## src/rtl/busarb_if.sv

```systemverilog
// AHB-Lite-like bus bundle shared by the arbiter's master ports and its slave port.
// The master modport issues the address/data phase; the slave modport returns the response.
interface busarb_if;
    logic [31:0] haddr;
    logic        hprot;
    logic [1:0]  hsize;
    logic        hwrite;
    logic [31:0] hwdata;
    logic        htrans;
    logic [31:0] hrdata;
    logic        hresp;
    logic        hready;

    modport master (
        output haddr, hprot, hsize, hwrite, hwdata, htrans,
        input  hrdata, hresp, hready
    );

    modport slave (
        input  haddr, hprot, hsize, hwrite, hwdata, htrans,
        output hrdata, hresp, hready
    );
endinterface

```

## src/rtl/busarb.sv

```systemverilog
// Two-master (data d / instruction i) arbiter for the single system bus, with a
// one-entry address hold buffer per master and data-phase response routing.
module busarb #(
    parameter bit RR = 1'b1
) (
    input  logic      clk,
    input  logic      rstn,
    busarb_if.slave   d_bus,
    busarb_if.slave   i_bus,
    busarb_if.master  s_bus
);

    typedef enum logic [1:0] {OWN_NONE, OWN_D, OWN_I} owner_e;
    typedef enum logic       {M_D, M_I} master_e;

    typedef struct packed {
        logic [31:0] addr;
        logic        prot;
        logic [1:0]  size;
        logic        write;
    } aph_t;

    owner_e  r_dp_owner;
    master_e r_last_gnt;
    logic    r_hold_v_d, r_hold_v_i;
    aph_t    r_hold_d, r_hold_i;

    owner_e  w_gnt;
    aph_t    w_d_live, w_i_live, w_aph;
    logic    w_htrans;
    logic    w_d_ready, w_i_ready;
    logic    w_cap_d, w_cap_i;
    logic    w_accept;

    assign w_d_live = '{addr: d_bus.haddr, prot: d_bus.hprot, size: d_bus.hsize, write: d_bus.hwrite};
    assign w_i_live = '{addr: i_bus.haddr, prot: i_bus.hprot, size: i_bus.hsize, write: i_bus.hwrite};

    // A held entry always wins; live ties go round-robin or to d.
    always_comb begin
        // NOTE: every always_comb output gets a default first so no path infers a latch.
        w_gnt = OWN_NONE;
        if (r_hold_v_d)
            w_gnt = OWN_D;
        else if (r_hold_v_i)
            w_gnt = OWN_I;
        else if (d_bus.htrans && i_bus.htrans)
            w_gnt = (RR && r_last_gnt == M_D) ? OWN_I : OWN_D;
        else if (d_bus.htrans)
            w_gnt = OWN_D;
        else if (i_bus.htrans)
            w_gnt = OWN_I;
    end

    always_comb begin
        w_aph    = '0;
        w_htrans = 1'b0;
        case (w_gnt)
            OWN_D: begin
                w_aph    = r_hold_v_d ? r_hold_d : w_d_live;
                w_htrans = 1'b1;
            end
            OWN_I: begin
                w_aph    = r_hold_v_i ? r_hold_i : w_i_live;
                w_htrans = 1'b1;
            end
            default: ;
        endcase
    end

    always_comb begin
        w_d_ready = 1'b1;
        if (r_hold_v_d)
            w_d_ready = 1'b0;
        else if (r_dp_owner == OWN_D || w_gnt == OWN_D)
            w_d_ready = s_bus.hready;
        else if (d_bus.htrans)
            w_d_ready = 1'b0;

        w_i_ready = 1'b1;
        if (r_hold_v_i)
            w_i_ready = 1'b0;
        else if (r_dp_owner == OWN_I || w_gnt == OWN_I)
            w_i_ready = s_bus.hready;
        else if (i_bus.htrans)
            w_i_ready = 1'b0;
    end

    // A master whose data phase completes while the other owns the grant has
    // had its next address acknowledged; park it until it can be issued.
    assign w_cap_d  = w_d_ready && d_bus.htrans && (w_gnt != OWN_D);
    assign w_cap_i  = w_i_ready && i_bus.htrans && (w_gnt != OWN_I);
    assign w_accept = s_bus.hready && w_htrans;

    always_ff @(posedge clk or negedge rstn) begin
        if (!rstn) begin
            r_dp_owner <= OWN_NONE;
            r_last_gnt <= M_I;
            r_hold_v_d <= 1'b0;
            r_hold_v_i <= 1'b0;
            r_hold_d   <= '0;
            r_hold_i   <= '0;
        end else begin
            // NOTE: sequential state uses non-blocking assignments so every register samples pre-edge values.
            if (w_accept) begin
                r_dp_owner <= w_gnt;
                r_last_gnt <= (w_gnt == OWN_I) ? M_I : M_D;
                if (w_gnt == OWN_D)
                    r_hold_v_d <= 1'b0;
                if (w_gnt == OWN_I)
                    r_hold_v_i <= 1'b0;
            end else if (s_bus.hready) begin
                r_dp_owner <= OWN_NONE;
            end

            if (w_cap_d) begin
                r_hold_v_d <= 1'b1;
                r_hold_d   <= w_d_live;
            end
            if (w_cap_i) begin
                r_hold_v_i <= 1'b1;
                r_hold_i   <= w_i_live;
            end
        end
    end

    assign s_bus.haddr  = w_aph.addr;
    assign s_bus.hprot  = w_aph.prot;
    assign s_bus.hsize  = w_aph.size;
    assign s_bus.hwrite = w_aph.write;
    assign s_bus.htrans = w_htrans;

    always_comb begin
        s_bus.hwdata = '0;
        case (r_dp_owner)
            OWN_D:   s_bus.hwdata = d_bus.hwdata;
            OWN_I:   s_bus.hwdata = i_bus.hwdata;
            default: ;
        endcase
    end

    assign d_bus.hrdata = s_bus.hrdata;
    assign i_bus.hrdata = s_bus.hrdata;
    assign d_bus.hresp  = s_bus.hresp && (r_dp_owner == OWN_D);
    assign i_bus.hresp  = s_bus.hresp && (r_dp_owner == OWN_I);
    assign d_bus.hready = w_d_ready;
    assign i_bus.hready = w_i_ready;

endmodule

```

## src/flat_wrapper.sv

```systemverilog
// flat-port wrapper written by rule: the top's interface ports become plain ports
module busarb_flat 
#(
    parameter bit RR = 1'b1
)
  (clk, rstn, d_bus_haddr, d_bus_hprot, d_bus_hsize, d_bus_hwrite, d_bus_hwdata, d_bus_htrans, d_bus_hrdata, d_bus_hresp, d_bus_hready, i_bus_haddr, i_bus_hprot, i_bus_hsize, i_bus_hwrite, i_bus_hwdata, i_bus_htrans, i_bus_hrdata, i_bus_hresp, i_bus_hready, s_bus_haddr, s_bus_hprot, s_bus_hsize, s_bus_hwrite, s_bus_hwdata, s_bus_htrans, s_bus_hrdata, s_bus_hresp, s_bus_hready);
  busarb_if d_bus_i ();
  busarb_if i_bus_i ();
  busarb_if s_bus_i ();
  input  logic clk;
  input  logic rstn;
  input wire logic [$bits(d_bus_i.haddr)-1:0] d_bus_haddr;
  input wire logic [$bits(d_bus_i.hprot)-1:0] d_bus_hprot;
  input wire logic [$bits(d_bus_i.hsize)-1:0] d_bus_hsize;
  input wire logic [$bits(d_bus_i.hwrite)-1:0] d_bus_hwrite;
  input wire logic [$bits(d_bus_i.hwdata)-1:0] d_bus_hwdata;
  input wire logic [$bits(d_bus_i.htrans)-1:0] d_bus_htrans;
  output wire logic [$bits(d_bus_i.hrdata)-1:0] d_bus_hrdata;
  output wire logic [$bits(d_bus_i.hresp)-1:0] d_bus_hresp;
  output wire logic [$bits(d_bus_i.hready)-1:0] d_bus_hready;
  input wire logic [$bits(i_bus_i.haddr)-1:0] i_bus_haddr;
  input wire logic [$bits(i_bus_i.hprot)-1:0] i_bus_hprot;
  input wire logic [$bits(i_bus_i.hsize)-1:0] i_bus_hsize;
  input wire logic [$bits(i_bus_i.hwrite)-1:0] i_bus_hwrite;
  input wire logic [$bits(i_bus_i.hwdata)-1:0] i_bus_hwdata;
  input wire logic [$bits(i_bus_i.htrans)-1:0] i_bus_htrans;
  output wire logic [$bits(i_bus_i.hrdata)-1:0] i_bus_hrdata;
  output wire logic [$bits(i_bus_i.hresp)-1:0] i_bus_hresp;
  output wire logic [$bits(i_bus_i.hready)-1:0] i_bus_hready;
  output wire logic [$bits(s_bus_i.haddr)-1:0] s_bus_haddr;
  output wire logic [$bits(s_bus_i.hprot)-1:0] s_bus_hprot;
  output wire logic [$bits(s_bus_i.hsize)-1:0] s_bus_hsize;
  output wire logic [$bits(s_bus_i.hwrite)-1:0] s_bus_hwrite;
  output wire logic [$bits(s_bus_i.hwdata)-1:0] s_bus_hwdata;
  output wire logic [$bits(s_bus_i.htrans)-1:0] s_bus_htrans;
  input wire logic [$bits(s_bus_i.hrdata)-1:0] s_bus_hrdata;
  input wire logic [$bits(s_bus_i.hresp)-1:0] s_bus_hresp;
  input wire logic [$bits(s_bus_i.hready)-1:0] s_bus_hready;
  assign d_bus_i.haddr = d_bus_haddr;
  assign d_bus_i.hprot = d_bus_hprot;
  assign d_bus_i.hsize = d_bus_hsize;
  assign d_bus_i.hwrite = d_bus_hwrite;
  assign d_bus_i.hwdata = d_bus_hwdata;
  assign d_bus_i.htrans = d_bus_htrans;
  assign d_bus_hrdata = d_bus_i.hrdata;
  assign d_bus_hresp = d_bus_i.hresp;
  assign d_bus_hready = d_bus_i.hready;
  assign i_bus_i.haddr = i_bus_haddr;
  assign i_bus_i.hprot = i_bus_hprot;
  assign i_bus_i.hsize = i_bus_hsize;
  assign i_bus_i.hwrite = i_bus_hwrite;
  assign i_bus_i.hwdata = i_bus_hwdata;
  assign i_bus_i.htrans = i_bus_htrans;
  assign i_bus_hrdata = i_bus_i.hrdata;
  assign i_bus_hresp = i_bus_i.hresp;
  assign i_bus_hready = i_bus_i.hready;
  assign s_bus_haddr = s_bus_i.haddr;
  assign s_bus_hprot = s_bus_i.hprot;
  assign s_bus_hsize = s_bus_i.hsize;
  assign s_bus_hwrite = s_bus_i.hwrite;
  assign s_bus_hwdata = s_bus_i.hwdata;
  assign s_bus_htrans = s_bus_i.htrans;
  assign s_bus_i.hrdata = s_bus_hrdata;
  assign s_bus_i.hresp = s_bus_hresp;
  assign s_bus_i.hready = s_bus_hready;
  busarb #(.RR(RR)) u_core (.clk(clk), .rstn(rstn), .d_bus(d_bus_i), .i_bus(i_bus_i), .s_bus(s_bus_i));
endmodule
```

## config.mk

```make
export PLATFORM = sky130hd
export DESIGN_NAME = busarb_flat
export DESIGN_NICKNAME = d
export VERILOG_FILES = /design/src/rtl/busarb_if.sv /design/src/rtl/busarb.sv /design/src/flat_wrapper.sv
export SDC_FILE = /design/constraint.sdc
export NUM_CORES = 1
export LEC_CHECK = 0
export CORE_MARGIN = 3
export CORE_UTILIZATION = 25
export CTS_BUF_LIST = sky130_fd_sc_hd__clkbuf_2 sky130_fd_sc_hd__clkbuf_4 sky130_fd_sc_hd__clkbuf_8
export CTS_CLUSTER_SIZE = 30
export DETAILED_ROUTE_END_ITERATION = 8
export HOLD_SLACK_MARGIN = 0.06
export SETUP_SLACK_MARGIN = 0.05
export SLEW_MARGIN = 20
export SYNTH_ARGS = -nofsm -noshare
export SYNTH_HDL_FRONTEND = slang
export SYNTH_SLANG_ARGS = --single-unit
```

## constraint.sdc

```tcl
create_clock -name clk -period 7.95 [get_ports clk]
set_clock_uncertainty 0.1 [all_clocks]
set_input_delay 1.59 -clock clk [delete_from_list [all_inputs] [get_ports clk]]
set_output_delay 1.59 -clock clk [all_outputs]
set_load 0.05 [all_outputs]
```

== Yosys cells after proc, flatten, opt, wreduce, memory -nomap -nowiden ==
Index checks and enable logic that the tools add are counted.

* Output and inout bits: 137
* Flip-flop bits (word level): 77
* Input bits: 174

* Mux-type cells: 26
* Eq/ne operators: 6
* Reductions and logical operators: 18

{| class="wikitable"
|+ Operators by type and width
! cell !! count
|-
| 36-bit two-way mux || 2
|-
| 36-bit one-hot mux with 2 select lines || 1
|-
| 32-bit one-hot mux with 2 select lines || 1
|-
| 2-bit two-way mux || 8
|-
| 1-bit two-way mux || 14
|-
| 2-bit nonzero test || 5
|-
| 1-bit logical AND || 8
|-
| 2-bit by 1-bit == test with 1-bit output (second input constant) || 2
|-
| 2-bit == test (second input constant) || 2
|-
| 2-bit AND reduction || 2
|-
| 1-bit logical OR || 2
|-
| 2-bit by 1-bit != test with 1-bit output (second input constant) || 1
|-
| 2-bit != test (second input constant) || 1
|-
| 2-bit OR reduction || 1
|}

== Longest topological paths before layout ==
Gate-level depths: netlist of the first run.

* Depth in word-level cells: 13
* Depth in mapped cells: 9

== Worst setup path after synthesis of the first run ==
Ideal clock, no wire load.

* Kind: input port to output port
* From: input d_bus_htrans
* To: output s_bus_haddr[11]
* Arrival: 3.505 ns
* Path slack: 2.755 ns
* Buffers on the path: 2
* Stages on the path: 8
* Required time: 6.260 ns
* Path through: nand2_1 -> a21oi_1 -> or2_2 -> ha_1 -> clkbuf_1 -> buf_1 -> a22oi_1 -> nor2_1

* Word-level cells in the longest chain between the ends: 6
* Elaborated cells on any way between the ends: 8

{| class="wikitable"
|+ RTL lines
! element !! line !! RTL
|-
| start, declared || flat_wrapper.sv:17 || <nowiki>input wire logic [$bits(d_bus_i.htrans)-1:0] d_bus_htrans;</nowiki>
|-
| 2-bit two-way mux or 1-bit logical AND (tied branches) || busarb.sv:48, busarb.sv:46 ||
|-
| 2-bit two-way mux (*) || busarb.sv:46 || <nowiki>else if (d_bus.htrans && i_bus.htrans)</nowiki>
|-
| 2-bit two-way mux (*) || busarb.sv:44 || <nowiki>else if (r_hold_v_i)</nowiki>
|-
| 2-bit two-way mux (*) || busarb.sv:42 || <nowiki>if (r_hold_v_d)</nowiki>
|-
| 2-bit == test or 2-bit by 1-bit == test with 1-bit output (tied branches) || busarb.sv:57 || <nowiki>case (w_gnt)</nowiki>
|-
| 36-bit one-hot mux with 2 select lines (*) || busarb.sv:57 ||
|-
| end, declared || flat_wrapper.sv:30 || <nowiki>output wire logic [$bits(s_bus_i.haddr)-1:0] s_bus_haddr;</nowiki>
|}

Mark *: on every way between the ends. The rest lies on a longest branch, timed or not.

== Worst setup path in the final report of the first run ==
* From: input d_bus_htrans
* To: output s_bus_hprot

* Word-level cells in the longest chain between the ends: 6
* Elaborated cells on any way between the ends: 8

{| class="wikitable"
|+ RTL lines
! element !! line !! RTL
|-
| 2-bit two-way mux or 1-bit logical AND (tied branches) || busarb.sv:48, busarb.sv:46 ||
|-
| 2-bit two-way mux (*) || busarb.sv:46 ||
|-
| 2-bit two-way mux (*) || busarb.sv:44 ||
|-
| 2-bit two-way mux (*) || busarb.sv:42 ||
|-
| 2-bit == test or 2-bit by 1-bit == test with 1-bit output (tied branches) || busarb.sv:57 ||
|-
| 36-bit one-hot mux with 2 select lines (*) || busarb.sv:57 ||
|-
| end, declared || flat_wrapper.sv:31 || <nowiki>output wire logic [$bits(s_bus_i.hprot)-1:0] s_bus_hprot;</nowiki>
|}

Marks and branches as above.

==> out/qor.csv, run 1 <==
metric,value,unit
run_status,completed,
port_buffers,214,
wirelength,17200,um
tightest_slew,1.02,ns
reg2reg_slack,4.38,ns
hpwl,12000,um
clkTransAtPathRegs,0.08,ns
core,0.0211,mm2
synth.avg_cell_area,10.8,um2
irDropWorstVdd,0.231,mV
grt_max_degree,43,
drive_gt1_frac,0.277,
nNetsFinal,804,
yosysSeqAreaShare,0.359,
path_max_fanout,40,
dpl-instance-area,0.00722,mm2
cp-end-kind,primary output,
die_w,153,um
r2r-end,u_core.r_hold_i[30]$_DFFE_PN0P_,
hold_buffers,0,
power_density,400,mW/mm2
critPathKind,in2out,
synth_area,0.00537,mm2
die_h,153,um
rsz0062_at_grt,no,
crit_path_start_kind,input pin,
grt_pass1_vias,4470,
synth_mux_area_frac,0.322,
grt_usage,0.145,
yosys_warnings,0,
max_freq,157,MHz
vias,4175,
timing.final.max_slew_violations,0,
numCtsBuffers,9,
htreeDepth,3,
firstDrtPassIters,4,
final_common_cell,clkdlybuf4s50_1,
die-area,0.0233,mm2
leakage,3.00,nW
synth-compound-area-share,0.105,
std_cell_rows,53,
initial_core_util,0.255,
clock_latency,0.37,ns
fin_setup_tns,0,ns
ant_nets,0,
synth_fa_ha_area_frac,0.00931,
finalHoldViolations,0,
critPathCapture,s_bus_hprot,
cp-startpoint,d_bus_htrans,
layout_common_cells,"clkdlybuf4s50_1, mux2_2, dfrtp_1",
synth_top_family_by_area,multiplexers,
cp.required,6.26,ns
antenna_cells,0,
timing.rr.start,u_core.r_hold_v_i$_DFFE_PN0P_,
cts_tree,yes,
yosys.area_share.xor_xnor,0,
syn2layout_area_growth,38.0,%
post_cts_buffers,0,
grt_pass1_wl,26700,um
design_area,0.00741,mm2
ys_types,28,
synth-simple-area-share,0.0733,
num_io_pins,311,
syn-instance-count,498,
period_minus_slack,6.35,ns
timing.slew.headroom,0.318,
setup_viol,0,
cp.arrival,4.66,ns
clock_path_buffers,2,
wl_per_cell,19.0,um
hp-class,reg2reg,
synth_nets,676,
ys_ff_latch,77,
r2r_cells,8,
cap_violations,0,
cts_resized,0,
avgViaCountPerCell,4.61,
overflow,0,
antenna_found_initial,0,
root_buffer,clkbuf_8,
gp_congestion,0.778,
cts_num_sinks,77,
drt_iter0_markers,180,
drc_errors,0,
fin_crit_sh,0.799,
metrics by stage:
| step | hold WS (ns) | utilization | setup slack, ns | power (mW) | instances |
|---|---|---|---|---|---|
| after floorplan | 0.344 | - | 2.75 | 2.16 | 498 |
| after global placement | 0.359 | 0.343 | 1.65 | 2.68 | 890 |
| after detailed placement | 0.355 | 0.343 | 1.61 | 2.69 | 890 |
| after CTS | 0.369 | 0.352 | 1.60 | 3.02 | 906 |
| after global routing | 0.381 | 0.352 | 1.38 | 3.16 | 906 |
| final | 0.366 | 0.352 | 1.60 | 2.96 | 906 |
routing by layer:
| layer | routed length, um | global-route usage | vias to the layer above |
|---|---|---|---|
| li1 | - | - | 1959 |
| met1 | 7480 | 0.181 | 2012 |
| met2 | 8270 | 0.240 | 168 |
| met3 | 1040 | 0.0432 | 36 |
| met4 | 412 | 0.0479 | 0 |
| met5 | 0 | 0 | - |
critical path, stage by stage:
cell             delay, ns
clkdlybuf4s50_1       0.58
nand2_1               0.07
a21oi_1               0.23
or2_2                 0.15
ha_2                  0.85
a22oi_1               0.18
nor2_1                0.15
clkdlybuf4s50_1       0.82
cells in the mapped netlist, drive strengths merged:
cell | instances | area share
o21ai | 3 | 0.0028
a31oi | 1 | 0.0012
nor2 | 70 | 0.050
mux2 | 144 | 0.32
dfrtp | 76 | 0.35
o22ai | 1 | 0.0012
buf | 89 | 0.12
and2b | 1 | 0.0014
ha | 4 | 0.0093
or3 | 2 | 0.0023
nand4 | 2 | 0.0079
nand2b | 2 | 0.0023
inv | 6 | 0.0042
clkbuf | 14 | 0.0098
and2 | 2 | 0.0023
a22oi | 68 | 0.095
or2 | 1 | 0.0012
a21oi | 3 | 0.0028
dfstp | 1 | 0.0049
o32ai | 1 | 0.0016
nand3b | 1 | 0.0014
nand2 | 6 | 0.0042
report_power, final:
group	switching, mW	internal (mW)	total [mW]
clock	0.162	0.144	0.306
sequential	0.106	0.573	0.678
combinational	1.17	0.806	1.98
kinds of logic (layout without fill, tap and decap cells):
kind of cell	after synthesis	in the layout
adders and majority gates	4	4
and+or+nand+nor	87	87
muxes	144	144
buffers and inverters	109	242
AOI/OAI and AO/OA	77	77
DFF	77	77
area by class of cell:
class	instances	area (um2)
Sequential cell	77	1930
Inverter	6	22.5
Fill cell	2157	13700
Clock inverter	7	66.3
Multi-Input combinational cell	312	2740
Tap cell	275	344
Clock buffer	9	124
Timing Repair Buffer	220	2180
worst min-delay path by stage:
stage	from	end	slack [ns]	cells after the start
after global routing	u_core.r_last_gnt$_DFFE_PN1P_	u_core.r_last_gnt$_DFFE_PN1P_	0.38	2
after floorplan	u_core.r_last_gnt$_DFFE_PN1P_	u_core.r_last_gnt$_DFFE_PN1P_	0.34	2
after global placement	u_core.r_last_gnt$_DFFE_PN1P_	u_core.r_last_gnt$_DFFE_PN1P_	0.36	2
after detailed placement	u_core.r_last_gnt$_DFFE_PN1P_	u_core.r_last_gnt$_DFFE_PN1P_	0.36	2
after CTS	u_core.r_last_gnt$_DFFE_PN1P_	u_core.r_last_gnt$_DFFE_PN1P_	0.37	2
final	u_core.r_last_gnt$_DFFE_PN1P_	u_core.r_last_gnt$_DFFE_PN1P_	0.37	2
sequential cells by signal (all words and copies together) (netlist names):
register / flops
u_core.r_hold_d: 36
u_core.r_hold_i: 36
u_core.r_dp_owner: 2
u_core.r_hold_v_d: 1
u_core.r_hold_v_i: 1
u_core.r_last_gnt: 1
Note: power is estimated with default switching activity, not from simulation.
==> run 2: changes to the inputs <==
==> constraint.sdc (replaced) <==
create_clock -name clk -period 5.1 [get_ports clk]
set_clock_uncertainty 0.1 [all_clocks]
set_input_delay 1.02 -clock clk [delete_from_list [all_inputs] [get_ports clk]]
set_output_delay 1.02 -clock clk [all_outputs]
set_load 0.05 [all_outputs]
==> out/qor.csv, run 2 (synthesis results as in run 1) <==
metric,value,unit,change
reg_top3,"u_core.r_hold_d (36), u_core.r_hold_i (36), u_core.r_dp_owner (2)",,unchanged
clock_path_buffers,2,,unchanged
whs,0.371,ns,was 0.366 ns
syn2layout_area_growth,45.8,%,was 38.0%
cp.required,3.98,ns,was 6.26 ns
avgViaCountPerCell,4.64,,was 4.61
numCtsBuffers,9,,unchanged
path_max_fanout,40,,unchanged
nNetsFinal,807,,was 804
leakage,3.20,nW,was 3.00 nW
grt_pass1_wl,26800,um,was 26700 um
cp.arrival,3.49,ns,was 4.66 ns
dpl-instance-area,0.00763,mm2,was 0.00722 mm2
core,0.0211,mm2,unchanged
wirelength,17600,um,was 17200 um
post-place-ws,0.482,ns,was 1.61 ns
port_buffers,214,,unchanged
fin_setup_tns,0,ns,unchanged
clock_latency,0.36,ns,was 0.37 ns
initial_core_util,0.255,,unchanged
crit_path_start_kind,input pin,,unchanged
run_status,completed,,unchanged
die-area,0.0233,mm2,unchanged
multi_input_area,0.00274,mm2,unchanged
drive_gt1_frac,0.341,,was 0.277
antenna_found_initial,0,,unchanged
timing.rr.start,u_core.r_hold_v_d$_DFFE_PN0P_,,was u_core.r_hold_v_i$_DFFE_PN0P_
fin_crit_sh,0.903,,
timing.final.max_slew_violations,0,,unchanged
period_minus_slack,4.61,ns,
grt_max_degree,78,,was 43
cp-end-kind,primary output,,unchanged
gp_congestion,0.817,,was 0.778
std_cell_rows,53,,unchanged
r2r-end,u_core.r_hold_i[9]$_DFFE_PN0P_,,was u_core.r_hold_i[30]$_DFFE_PN0P_
seq_area,0.00193,mm2,unchanged
die_h,153,um,unchanged
hpwl,12400,um,was 12000 um
cap_violations,0,,unchanged
htreeDepth,3,,unchanged
place_inst,893,,was 890
hold_path_end,u_core.r_last_gnt$_DFFE_PN1P_,,unchanged
tightest_slew,0.972,ns,was 1.02 ns
cts_tree,yes,,unchanged
firstDrtPassIters,4,,unchanged
irDropWorstVdd,0.384,mV,was 0.231 mV
grt_pass1_vias,4608,,was 4470
power.total,5.10,mW,was 2.96 mW
setup_viol,0,,unchanged
power_density,651,mW/mm2,was 400 mW/mm2
overflow,0,,unchanged
fill_cells,2123,,was 2157
clkTransAtPathRegs,0.08,ns,about the same
max_freq,217,MHz,
finalHoldViolations,0,,unchanged
reg2reg_slack,1.73,ns,was 4.38 ns
post_cts_buffers,0,,unchanged
worst_slack,0.493,ns,was 1.60 ns
design_area,0.00784,mm2,was 0.00741 mm2
cts_resized,0,,unchanged
hold_start,u_core.r_last_gnt$_DFFE_PN1P_,,unchanged
num_io_pins,311,,unchanged
stdcell_count,909,,was 906
layout_common_cells,"clkdlybuf4s50_1, mux2_2, dfrtp_1",,unchanged
critPathKind,in2out,,unchanged
ant_nets,0,,unchanged
whs_path_depth,2,,unchanged
r2r_cells,6,,was 8
cts_num_sinks,77,,unchanged
die_w,153,um,unchanged
vias,4221,,was 4175
root_buffer,clkbuf_8,,unchanged
antenna_cells,0,,unchanged
drt_iter0_markers,188,,was 180
hp-class,reg2reg,,unchanged
final_common_cell,clkdlybuf4s50_1,,unchanged
grt_usage,0.146,,was 0.145
fin_util,0.372,,was 0.352
hold_buffers,0,,unchanged
wl_per_cell,19.3,um,was 19.0 um
drc_errors,0,,unchanged
rsz0062_at_grt,no,,unchanged
timing.slew.headroom,0.352,,was 0.318
[run 2: area by class of cell]
type / instances / area share
Timing Repair Buffer: 223 / 0.331
Tap cell: 275 / 0.0439
Inverter: 6 / 0.00287
Multi-Input combinational cell: 312 / 0.350
Clock inverter: 6 / 0.00894
Sequential cell: 77 / 0.246
Clock buffer: 10 / 0.0176
[run 2: critical path, cell delays in order]
cell and delay (ns):
clkdlybuf4s50_1 0.59, nand2b_1 0.08, a31oi_1 0.28, ha_2 0.85
a22oi_1 0.21, nor2_1 0.23, buf_12 0.17
[run 2: worst max path at each step]
| stage | start | endpoint | depth (start not counted) |
|---|---|---|---|
| 5_1_grt | i_bus_htrans | s_bus_haddr[19] | 7 |
| 2_1_floorplan | d_bus_htrans | s_bus_haddr[11] | 8 |
| 3_3_place_gp | i_bus_htrans | s_bus_haddr[9] | 7 |
| 4_1_cts | i_bus_htrans | s_bus_haddr[13] | 7 |
| 6_report | i_bus_htrans | s_bus_haddr[2] | 7 |
| 3_5_place_dp | i_bus_htrans | s_bus_haddr[3] | 7 |
[run 2: routing by layer]
layer  up-vias  global-route usage  share of wire
met5         -                   0              0
met1      2049               0.181           0.43
met2       173               0.238           0.47
met3        33              0.0503          0.071
met4         0              0.0492          0.023
li1       1966                   -              -
[run 2: power by group]
part	internal (mW)	switching [mW]	leakage, nW	total, mW
Sequential	0.893	0.176	0.956	1.07
Clock	0.242	0.254	0.0951	0.496
Combinational	1.60	1.93	2.15	3.53
==> run 3: changes to the inputs <==
--- a/config.mk
+++ b/config.mk
@@ -6,11 +6,12 @@
 export NUM_CORES = 1
 export LEC_CHECK = 0
 export CORE_MARGIN = 3
-export CORE_UTILIZATION = 25
+export CORE_UTILIZATION = 36
 export CTS_BUF_LIST = sky130_fd_sc_hd__clkbuf_2 sky130_fd_sc_hd__clkbuf_4 sky130_fd_sc_hd__clkbuf_8
 export CTS_CLUSTER_SIZE = 30
 export DETAILED_ROUTE_END_ITERATION = 8
 export HOLD_SLACK_MARGIN = 0.06
+export PLACE_DENSITY = 0.8
 export SETUP_SLACK_MARGIN = 0.05
 export SLEW_MARGIN = 20
 export SYNTH_ARGS = -nofsm -noshare
==> out/qor.csv, run 3 (synthesis results as in run 1) <==
metric,value,unit,change
run_status,completed,,unchanged
cp.required,3.98,ns,about the same
clkTransAtPathRegs,0.07,ns,was 0.08 ns
hpwl,11500,um,was 12400 um
post_cts_buffers,0,,unchanged
fin_crit_sh,0.928,,was 0.903
overflow,0,,unchanged
avgViaCountPerCell,5.23,,was 4.64
htreeDepth,3,,unchanged
final_common_cell,clkdlybuf4s50_1,,unchanged
finalHoldViolations,0,,unchanged
drc_errors,0,,unchanged
die_h,128,um,was 153 um
cts_num_sinks,77,,unchanged
num_io_pins,311,,unchanged
cp.arrival,3.61,ns,was 3.49 ns
wl_per_cell,19.7,um,was 19.3 um
vias,4257,,was 4221
reg_top3,"u_core.r_hold_d (36), u_core.r_hold_i (36), u_core.r_dp_owner (2)",,unchanged
port_buffers,214,,unchanged
grt_pass1_vias,4718,,was 4608
cts_tree,yes,,unchanged
timing.final.max_slew_violations,0,,unchanged
wl_met2,8090,um,was 8330 um
clock_path_buffers,2,,unchanged
rsz0062_at_grt,no,,unchanged
die_w,128,um,was 153 um
grt_max_degree,78,,unchanged
std_cell_rows,44,,was 53
cap_violations,0,,unchanged
irDropWorstVdd,0.419,mV,was 0.384 mV
power_density,657,mW/mm2,was 651 mW/mm2
met3_length,1280,um,was 1250 um
wirelength,16000,um,was 17600 um
tightest_slew,1.09,ns,was 0.972 ns
whs,0.380,ns,was 0.371 ns
setup_viol,0,,unchanged
layout_common_cells,"clkdlybuf4s50_1, mux2_2, dfrtp_1",,unchanged
crit_path_start_kind,input pin,,unchanged
core,0.0146,mm2,was 0.0211 mm2
drive_gt1_frac,0.338,,was 0.341
nNetsFinal,803,,was 807
timing.slew.headroom,0.276,,was 0.352
gp_congestion,0.784,,was 0.817
reg2reg_slack,1.38,ns,was 1.73 ns
ant_nets,0,,unchanged
clock_latency,0.33,ns,was 0.36 ns
root_buffer,clkbuf_8,,unchanged
cp-end-kind,primary output,,unchanged
design_area,0.00770,mm2,was 0.00784 mm2
dpl-instance-area,0.00747,mm2,was 0.00763 mm2
syn2layout_area_growth,43.4,%,was 45.8%
leakage,3.19,nW,was 3.20 nW
highest_layer,met4,,unchanged
critPathKind,in2out,,unchanged
grt_usage,0.190,,was 0.146
firstDrtPassIters,4,,unchanged
grt_pass1_wl,24700,um,was 26800 um
antenna_cells,0,,unchanged
max_freq,211,MHz,was 217 MHz
stdcell_count,814,,was 909
path_max_fanout,40,,unchanged
antenna_found_initial,0,,unchanged
initial_core_util,0.368,,was 0.255
routedLengthMet1,6280,um,was 7570 um
hold_buffers,0,,unchanged
place_inst,797,,was 893
fin_setup_tns,0,ns,unchanged
die-area,0.0164,mm2,was 0.0233 mm2
hp-class,reg2reg,,unchanged
drt_iter0_markers,126,,was 188
numCtsBuffers,9,,unchanged
cts_resized,0,,unchanged
period_minus_slack,4.73,ns,was 4.61 ns
[run 3: worst paths after layout]
path                       cells past startpoint                              end                          start
max in group asynchronous                      2    u_core.r_last_gnt$_DFFE_PN1P_                           rstn
hold / removal                                 2    u_core.r_last_gnt$_DFFE_PN1P_  u_core.r_last_gnt$_DFFE_PN1P_
min in group asynchronous                      1  u_core.r_hold_d[21]$_DFFE_PN0P_                           rstn
hold reg to reg                                2    u_core.r_last_gnt$_DFFE_PN1P_  u_core.r_last_gnt$_DFFE_PN1P_
setup reg to reg                               6   u_core.r_hold_i[9]$_DFFE_PN0P_  u_core.r_hold_v_d$_DFFE_PN0P_
setup / recovery                               8                     d_bus_hready                   d_bus_htrans
[run 3: through the flow]
stage | total power [mW] | setup WS, ns | util
6_report | 5.06 | 0.366 | 0.528
5_1_grt | 5.32 | 0.0993 | 0.528
4_1_cts | 5.09 | 0.373 | 0.526
3_5_place_dp | 4.60 | 0.388 | 0.512
3_3_place_gp | 4.52 | 0.544 | 0.512
2_1_floorplan | 3.36 | 1.04 | -
[run 3: area by class of cell]
| class | instances | area (um2) |
|---|---|---|
| well taps | 184 | 230 |
| inverters | 6 | 22.5 |
| clock buffers | 11 | 139 |
| clock inverters | 5 | 60.1 |
| fillers | 1201 | 6890 |
| repair buffers | 219 | 2580 |
| multi-input cells | 312 | 2740 |
| flip-flops and latches | 77 | 1930 |
[run 3: worst max-delay path, cell delays in order]
cell and delay (ns):
clkdlybuf4s50_1 0.58, nand2_1 0.09, a21oi_1 0.27, or2_2 0.17, ha_2 0.82, o21ai_0 0.19, a21oi_1 0.29, buf_12 0.18
[run 3: layer usage]
layer  vias to the layer above  GRT usage
met4                         0     0.0687
met3                        28     0.0542
li1                       1962          -
met2                       228      0.332
met1                      2039      0.220
met5                         -          0
[run 3: power by group]
part / total, mW / internal, mW / leakage [nW] / switching [mW]
combinational: 3.48 / 1.61 / 2.13 / 1.88
sequential: 1.11 / 0.893 / 0.956 / 0.216
clock: 0.472 / 0.239 / 0.101 / 0.232
total: 5.06 / 2.74 / 3.19 / 2.32
==> patch (config.mk and constraints of run 2) <==
`RR` is set to 1'b1 in 2 places; all go to 1'b0.
--- a/src/rtl/busarb.sv
+++ b/src/rtl/busarb.sv
@@ -1,7 +1,7 @@
 // Two-master (data d / instruction i) arbiter for the single system bus, with a
 // one-entry address hold buffer per master and data-phase response routing.
 module busarb #(
-    parameter bit RR = 1'b1
+    parameter bit RR = 1'b0
 ) (
     input  logic      clk,
     input  logic      rstn,
--- a/src/flat_wrapper.sv
+++ b/src/flat_wrapper.sv
@@ -1,7 +1,7 @@
 // flat-port wrapper written by rule: the top's interface ports become plain ports
 module busarb_flat 
 #(
-    parameter bit RR = 1'b1
+    parameter bit RR = 1'b0
 )
   (clk, rstn, d_bus_haddr, d_bus_hprot, d_bus_hsize, d_bus_hwrite, d_bus_hwdata, d_bus_htrans, d_bus_hrdata, d_bus_hresp, d_bus_hready, i_bus_haddr, i_bus_hprot, i_bus_hsize, i_bus_hwrite, i_bus_hwdata, i_bus_htrans, i_bus_hrdata, i_bus_hresp, i_bus_hready, s_bus_haddr, s_bus_hprot, s_bus_hsize, s_bus_hwrite, s_bus_hwdata, s_bus_htrans, s_bus_hrdata, s_bus_hresp, s_bus_hready);
   busarb_if d_bus_i ();
Formal check against the unedited RTL: not equivalent (Yosys sat finds a counterexample within 4 cycles, from zero or initial values and one cycle with rstn low).
==> patch against run 2 <==
  * Area after synthesis shrank 0.37%
  * Global-route usage about the same
  * Die area shrank 0.36%
  * Setup slack gained 0.11 ns
  * Final cell count shrank 1.2%
  * Design area decreased by 0.40%
  * Routed wire length decreased by 3.5%
  * Total power grew 0.24%
  * Sequential cell count down 1
  * Sequential share of layout area down 0.24 points
  * Critical path type unchanged
==> patch: results (changes against run 2) <==
outcome=finished clean; CTS root buf=clkbuf_8; synth cell count leaders=109 x mux2_2, 76 x dfrtp_1, 68 x a22oi_1, 68 x nor2_1, 66 x buf_4; CP peak stage delay=0.60 ns (-0.25 ns); first-pass GRT wire length=26.93 mm (+0.54%); clk_lat worst skew=roughly 0.35 ns; Reg clk slew, reported paths=0.08 ns (about the same); GRT Util Overall=14.55% (-0.033 points); largest net degree at the start of global routing=50 (-36%); Synthesized Nets=671 (-0.74%); Port Buffer Count=214 (unchanged); Post-CTS Setup Inserts=0 (unchanged); async set-or-reset flop fraction in the synthesized netlist=100.0% (unchanged); crit-path max FO=23 (-43%); Detail Placement HPWL=12.09 mm (-2.6%); antenna violations before repair=0 (unchanged); First DRT Iteration DRCs=176 (-6.4%); P_leak=3.224 nW (+0.83%); H-tree depth=3 (unchanged); dpl cells=884 (-1.0%); top flop regs=u_core.r_hold_d x36, u_core.r_hold_i x36, u_core.r_dp_owner x2; DR pass1 iterations=4 (unchanged); Switching Power=2.337 mW (-1.0%); Slew HR=40.73% (+5.5 points); crit path max-delay cell type=ha_2; diode count=0 (unchanged); number of vias per cell=4.689 (+0.99%); syn_area_per_cell=10.86 µm² (+0.64%); arrival time of the worst setup path=3.38 ns (-0.11 ns); post-synthesis sequential area ratio=35.52% (-0.36 points); GP Congestion=0.7850 (-4.0%); Total Nets Final=803 (-0.50%); Main synth FF type=dfrtp_1; number of global-route vias before repair=4542 (-1.4%); dpl ws=0.5877 ns (+0.1054 ns); worst vdd ir=0.0003874 V (+0.99%); PostCTS Resize Cnt=0 (unchanged); WL final=16.94 mm (-3.5%); top post-synthesis cells by area=dfrtp_1 36%, mux2_2 23%, a22oi_1 9.5%; share of layout cells above drive strength 1=33.60% (-0.47 points); Max clock buf depth=2 (unchanged); worst min path class=flop to flop; Non-Filler Instances=898 (-1.2%); unique cell type count in the Yosys netlist=27 (-3.6%); Yosys warnings=0 (unchanged); CTS Buf Count=9 (unchanged)
[patch: cell count changes in the layout (fill, tap and decap cells not counted), moves of 2 or more]
cell	before	now
mux2_1	1	6
clkinvlp_4	3	0
mux2_2	114	109
nand2_1	6	1
buf_4	9	12
o22ai_1	1	3
[patch: critical path, delay by kind of cell]
kind	cells	cell delay [ns]
fa+ha+maj	1	0.60
buf+inv	4	1.05
simple gates	2	0.37
compound gates	2	0.32
[patch: kinds of logic (layout without fill, tap and decap cells)]
family          after synthesis  count (layout)  share of synthesized area (%)
compound gates               78              78                          10.59
fa+ha+maj                     4               4                         0.9348
buf+inv                     111             246                          13.55
flops                        76              76                          35.52
mux                         144             144                          32.32
simple gates                 80              80                          7.081
[patch: power by group through the flow]
| stage | Sequential [mW] | Combinational, mW | Clock, mW |
|---|---|---|---|
| 3_3_place_gp | 1.04 | 3.64 | 0 |
| 5_1_grt | 1.08 | 3.83 | 0.525 |
| 2_1_floorplan | 0.992 | 2.41 | 0 |
| 3_5_place_dp | 1.05 | 3.66 | 0 |
| 6_report | 1.05 | 3.59 | 0.473 |
| 4_1_cts | 1.05 | 3.67 | 0.501 |
[patch: metrics by stage]
stage / instance area, µm² / total power [mW] / hold WS, ns
after global routing: 7806 / 5.443 / 0.4098
after global placement: 7612 / 4.684 / 0.3653
final: 7806 / 5.111 / 0.3858
after floorplan: 5354 / 3.403 / 0.3522
after detailed placement: 7612 / 4.707 / 0.3720
after CTS: 7806 / 5.213 / 0.3911
[patch: routing by layer]
metal  GRT usage (%)  share of wire, %  vias to the layer above
met5               0                 0                        -
met4           4.024               1.4                        0
met3           5.368               7.7                       18
met2           24.01                48                      192
met1           17.95                43                     2057
li1                -                 -                     1944
[patch: cell type report]
class | count | area [µm²]
clock buffer | 12 | 158.9
multi-input combinational | 306 | 2731
sequential | 76 | 1904
tap | 270 | 337.8
fill | 2058 | 12820
inverter | 7 | 26.28
clock inverter | 2 | 35.03
timing repair buffer | 225 | 2613
[patch: path summary, 6_finish.rpt]
kind | start | end | slack [ns] | cells past startpoint
worst max-delay path | d_bus_htrans | s_bus_haddr[2] | 0.60 | 9
worst min-delay path | u_core.r_hold_i[7] | u_core.r_hold_i[7] | 0.39 | 1
worst max register to register | u_core.r_hold_v_d | u_core.r_hold_d[24] | 1.97 | 8
worst min register to register | u_core.r_hold_i[7] | u_core.r_hold_i[7] | 0.39 | 1
max in group asynchronous | rstn | u_core.r_hold_d[24] | 3.44 | 2
min in group asynchronous | rstn | u_core.r_hold_i[22] | 0.59 | 1
